## src/rtl/pio_wr_arbiter.sv

```systemverilog
// Round-robin arbiter for two requesters sharing one PIO slave write port.
// Optional predicted out_port shadow register enabled by macro PIO_ARB_SHADOW_EN.
module pio_wr_arbiter #(
    parameter int unsigned DATA_W  = 8,
    parameter int unsigned NOP_ACK = 1
) (
    input  logic              clk,
    input  logic              reset,
    input  logic              req_a,
    input  logic              req_b,
    input  logic [1:0]        op_a,
    input  logic [1:0]        op_b,
    input  logic [DATA_W-1:0] data_a,
    input  logic [DATA_W-1:0] data_b,
    output logic              ack_a,
    output logic              ack_b,
    output logic [2:0]        pio_address,
    output logic              pio_chipselect,
    output logic              pio_write_n,
    output logic [31:0]       pio_writedata,
    output logic              busy,
    output logic [DATA_W-1:0] shadow_q
);

    typedef enum logic [1:0] {
        S_IDLE  = 2'd0,
        S_WRITE = 2'd1,
        S_ACK   = 2'd2
    } state_t;

    state_t             r_state;
    logic               r_owner_b;
    logic               r_last_b;
    logic               r_ack_a;
    logic               r_ack_b;
    logic [2:0]         r_addr;
    logic               r_cs;
    logic               r_wr_n;
    logic [31:0]        r_wdata;

    logic               w_elig_a;
    logic               w_elig_b;
    logic               w_any;
    logic               w_grant_b;
    logic [1:0]         w_op;
    logic [DATA_W-1:0]  w_data;
    logic [2:0]         w_addr;

    // With NOP_ACK=0 a reserved-op request is never eligible, so it waits forever
    // without stalling the other requester.
    assign w_elig_a  = req_a && ((NOP_ACK != 0) || (op_a != 2'b11));
    assign w_elig_b  = req_b && ((NOP_ACK != 0) || (op_b != 2'b11));
    assign w_any     = w_elig_a || w_elig_b;
    assign w_grant_b = w_elig_b && (!w_elig_a || !r_last_b);
    assign w_op      = w_grant_b ? op_b : op_a;
    assign w_data    = w_grant_b ? data_b : data_a;

    always_comb begin
        w_addr = 3'd0;
        case (w_op)
            2'b01:   w_addr = 3'd4;
            2'b10:   w_addr = 3'd5;
            default: w_addr = 3'd0;
        endcase
    end

    always_ff @(posedge clk or posedge reset) begin
        if (reset) begin
            r_state   <= S_IDLE;
            r_owner_b <= 1'b0;
            r_last_b  <= 1'b1;
            r_ack_a   <= 1'b0;
            r_ack_b   <= 1'b0;
            r_addr    <= '0;
            r_cs      <= 1'b0;
            r_wr_n    <= 1'b1;
            r_wdata   <= '0;
        end else begin
            case (r_state)
                S_IDLE: begin
                    r_ack_a <= 1'b0;
                    r_ack_b <= 1'b0;
                    if (w_any) begin
                        r_state   <= S_WRITE;
                        r_owner_b <= w_grant_b;
                        if (w_op != 2'b11) begin
                            r_cs    <= 1'b1;
                            r_wr_n  <= 1'b0;
                            r_addr  <= w_addr;
                            r_wdata <= 32'(w_data);
                        end
                    end
                end
                S_WRITE: begin
                    r_state  <= S_ACK;
                    r_cs     <= 1'b0;
                    r_wr_n   <= 1'b1;
                    r_addr   <= '0;
                    r_wdata  <= '0;
                    r_ack_a  <= !r_owner_b;
                    r_ack_b  <= r_owner_b;
                    r_last_b <= r_owner_b;
                end
                S_ACK: begin
                    r_state <= S_IDLE;
                    r_ack_a <= 1'b0;
                    r_ack_b <= 1'b0;
                end
                default: begin
                    r_state <= S_IDLE;
                    r_ack_a <= 1'b0;
                    r_ack_b <= 1'b0;
                    r_cs    <= 1'b0;
                    r_wr_n  <= 1'b1;
                    r_addr  <= '0;
                    r_wdata <= '0;
                end
            endcase
        end
    end

    assign ack_a          = r_ack_a;
    assign ack_b          = r_ack_b;
    assign pio_address    = r_addr;
    assign pio_chipselect = r_cs;
    assign pio_write_n    = r_wr_n;
    assign pio_writedata  = r_wdata;
    assign busy           = (r_state != S_IDLE);

`ifdef PIO_ARB_SHADOW_EN
    logic [1:0]        r_sh_op;
    logic [DATA_W-1:0] r_sh_data;
    logic [DATA_W-1:0] r_shadow;

    // Operand captured at grant, applied on the WRITE-exit edge like the PIO itself.
    always_ff @(posedge clk or posedge reset) begin
        if (reset) begin
            r_sh_op   <= '0;
            r_sh_data <= '0;
            r_shadow  <= '0;
        end else begin
            if (r_state == S_IDLE && w_any) begin
                r_sh_op   <= w_op;
                r_sh_data <= w_data;
            end
            if (r_state == S_WRITE) begin
                case (r_sh_op)
                    2'b00:   r_shadow <= r_sh_data;
                    2'b01:   r_shadow <= r_shadow | r_sh_data;
                    2'b10:   r_shadow <= r_shadow & ~r_sh_data;
                    default: r_shadow <= r_shadow;
                endcase
            end
        end
    end

    assign shadow_q = r_shadow;
`else
    assign shadow_q = '0;
`endif

endmodule

```

## config.mk

```make
export PLATFORM = sky130hd
export DESIGN_NAME = pio_wr_arbiter
export DESIGN_NICKNAME = d
export VERILOG_FILES = /design/src/rtl/pio_wr_arbiter.sv
export SDC_FILE = /design/constraint.sdc
export NUM_CORES = 1
export LEC_CHECK = 0
export BUFFER_PORTS_ARGS = -buffer_cell sky130_fd_sc_hd__buf_4
export CAP_MARGIN = 30
export CELL_PAD_IN_SITES_DETAIL_PLACEMENT = 0
export CELL_PAD_IN_SITES_GLOBAL_PLACEMENT = 1
export CORE_ASPECT_RATIO = 1.1
export CORE_MARGIN = 4
export CORE_UTILIZATION = 27
export DETAILED_ROUTE_END_ITERATION = 16
export GPL_ROUTABILITY_DRIVEN = 0
export PLACE_DENSITY_LB_ADDON = 0.12
export RECOVER_POWER = 25
export SLEW_MARGIN = 20
export SYNTH_ARGS = -nofsm -noshare
export SYNTH_HDL_FRONTEND = slang
export SYNTH_SLANG_ARGS = --single-unit
```

## constraint.sdc

```tcl
create_clock -name clk -period 2 [get_ports clk]
set_input_delay 0.3 -clock clk [delete_from_list [all_inputs] [get_ports clk]]
set_output_delay 0.3 -clock clk [all_outputs]
set_load 0.01 [all_outputs]
```

==> impl_metrics.py <==
metrics = {
    "global_routing": {
        "antenna_found_initial": 0,
        "grt_first_pass_wirelength_mm": 3.57,
        "grt_use_total_pct": 8.60,
        "grt_pass1_vias": 719,
        "grt_max_degree": 19,
        "grt_overflow_total": 0,
    },
    "synth": {
        "syn_avg_cell_area_um2": 11.5,
        "synth_area_um2": 1110,
        "seq_area_frac_synth_pct": 40.8,
        "syn-instance-count": 97,
        "ys_warn_count": 0,
        "synth_seq_cells": 18,
        "yosysUniqueCellTypes": 22,
    },
    "die": {
        "die_h_um": 75.3,
        "core_area_um2": 3960,
        "start_util_pct": 28.0,
        "die_w_um": 69.2,
        "rows": 24,
        "die-area_um2": 5210,
        "ios": 72,
    },
    "route": {
        "drtIter0Drc": 14,
        "wl_mm": 2.29,
        "avgViaCountPerCell": 3.81,
        "postRouteAntennaNets": 0,
        "wl_per_cell_um": 11.8,
        "dr.pass1.iters": 2,
        "drcViolationCount": 0,
        "vias": 739,
    },
    "timing": {
        "hold_violations": 0,
        "setup_slack_ns": 0.0741,
        "setup_tns_ns": 0,
        "fin_crit_ns": 1.93,
        "rsz0062_at_grt": "false",
        "post-route-period-util_pct": 96.3,
        "drv_slew": 0,
        "worstMarginPinSlew_ns": 0.673,
        "finalClockSkew_ns": 0.000457,
        "slew_headroom_pct": 55.1,
        "finalSetupViolCount": 0,
        "timing.fmax_mhz": 519,
        "hold_slack_ns": 0.154,
    },
    "placed_design": {
        "port_buffers": 38,
        "dp_hpwl_mm": 1.84,
        "dp.cells": 190,
        "dp_worst_setup_slack_ns": -0.0664,
    },
    "worst_setup_path": {
        "worstPathArrival_ns": 2.10,
        "setup.worst_path.start_class": "flop",
        "cp_max_fo": 5,
        "worstSetupPathType": "reg2reg",
        "critical_path_required_ns": 2.17,
        "end_kind": "flop",
    },
    "final_layout": {
        "area_delta_synth_final_pct": 29.2,
        "drive_gt1_share_pct": 46.5,
        "fin_nets": 170,
        "fillers": 425,
        "final_cells": 194,
        "antenna_cells": 0,
    },
    "worst_hold_path": {
        "hp-class": "in2async",
    },
    "run_status": {
        "status": "finished clean",
    },
    "cts": {
        "cts_root_buf": "clkbuf_8",
        "clock_sinks": 18,
        "cts_buffers": 3,
        "ctsHtreeMaxLevel": 1,
        "clkTransAtPathRegs_ns": 0.06,
        "clk_latency_ns": 0.24,
        "cts_tree": "built",
        "postCtsSetupBuffers": 0,
        "clk_path_buf_depth": 2,
        "ctsHoldBuffers": 0,
    },
    "power_and_ir_drop": {
        "power_density_nw_per_um2": 1240,
        "leakagePower_uw": 0.000752,
        "p_total_uw": 1770,
        "max-vdd-ir-drop_mv": 0.372,
    },
    "flow_run": {
        "drv_cap": 0,
    },
}
## cell usage after synthesis
master / count / share of area [%]
a21oi_1: 1 / 0.45
buf_2: 2 / 0.90
dfrtp_1: 16 / 36
and2_1: 1 / 0.56
mux2i_1: 9 / 8.1
o2bb2ai_2: 9 / 12
nor2_1: 4 / 1.4
nand2_1: 1 / 0.34
o31a_1: 1 / 0.79
buf_4: 33 / 22
mux2_2: 2 / 2.0
inv_1: 5 / 1.7
dfstp_2: 2 / 4.7
nor4_1: 1 / 0.56
a21o_1: 1 / 0.68
a22o_1: 2 / 1.6
nor3_1: 1 / 0.45
buf_6: 1 / 1.0
a21boi_1: 1 / 0.68
ha_1: 2 / 2.3
or4_4: 1 / 1.0
conb_1: 1 / 0.34
## state kept, by name (all words and copies together) (netlist names)
register / cells
pio_chipselect: 1
ack_a: 1
pio_address: 2
pio_write_n: 1
r_owner_b: 1
r_last_b: 1
r_state: 2
ack_b: 1
pio_writedata: 8
## critical path, stage by stage (launching register included)
cell and delay (ns):
dfstp_2 0.39, a21boi_4 0.17, mux2_2 0.37, ha_2 0.20, or4_4 0.56, o2bb2ai_2 0.16
## final cells by class
class	instances	area, µm²	area share (%)
clock buffers	3	41.3	2.88
well taps	52	65.1	4.53
multi-input cells	71	519	36.2
flip-flops and latches	18	453	31.6
repair buffers	45	338	23.5
inverters	5	18.8	1.31
## through the flow
step	utilization [%]	area, µm²
final	36.2	1440
after CTS	36.1	1430
after detailed placement	34.5	1370
after global routing	36.2	1440
after global placement	34.5	1370
after floorplan	-	1240
## placed cells by master, fill, tap and decap left out
cell       instances
mux2i_1            8
ha_1               1
ha_2               1
o2bb2ai_2          9
a21oi_1            1
a21o_1             1
mux2_2             2
nor3_1             1
clkbuf_8           3
clkbuf_4           1
nor2_1             4
a21boi_4           1
mux2i_2            1
o31a_1             1
a22o_1             2
nor4_1             1
conb_1            33
inv_1              5
dfrtp_1           16
or4_4              2
dfstp_2            2
and2_1             1
nand2_1            1
buf_4             44
## what timing repair did
action                                  CTS  global route
cloned                                    1             0
pin swaps                                 1             3
resized for setup                         3             1
hold endpoints to repair                  0             0
endpoints found under the setup margin    9             7
## routing by layer
metal  vias up  global-route usage, %  part of all wire, %
li1        357                      -                    -
met1       338                   11.2                   45
met2        42                   12.8                   45
met3         2                   3.20                  9.5
met4         0                   3.90                 0.61
met5         -                      0                    0
## worst paths after layout
path	endpoint	cells after the start	slack, ns	startpoint
min in group clk	pio_writedata[2]$_DFFE_PP0P_	3	0.33	data_a[2]
max in group asynchronous	pio_writedata[1]$_DFFE_PP0P_	2	1.42	reset
min reg2reg	pio_write_n$_DFFE_PP1P_	2	0.46	pio_write_n$_DFFE_PP1P_
max reg2reg	pio_writedata[5]$_DFFE_PP0P_	5	0.07	r_last_b$_DFFE_PP1N_
max	pio_writedata[5]$_DFFE_PP0P_	5	0.07	r_last_b$_DFFE_PP1N_
min	ack_b$_DFF_PP0_	2	0.15	reset
## cells by family (layout without fill, tap and decap cells)
logic type	after synthesis	after routing	share of synthesized area, %
adders and majority gates	2	2	2.25
muxes	11	11	10.1
and+or+nand+nor	9	10	4.28
buffers and inverters	41	53	25.9
DFF	18	18	40.8
AOI/OAI and AO/OA	15	15	16.3
other	1	33	0.338
## where the power goes
part / total, µW / switching (µW) / internal, µW
sequential: 684 / 135 / 548
clock: 240 / 107 / 133
combinational: 850 / 397 / 453
No activity file was read; power rests on OpenSTA's default activity.
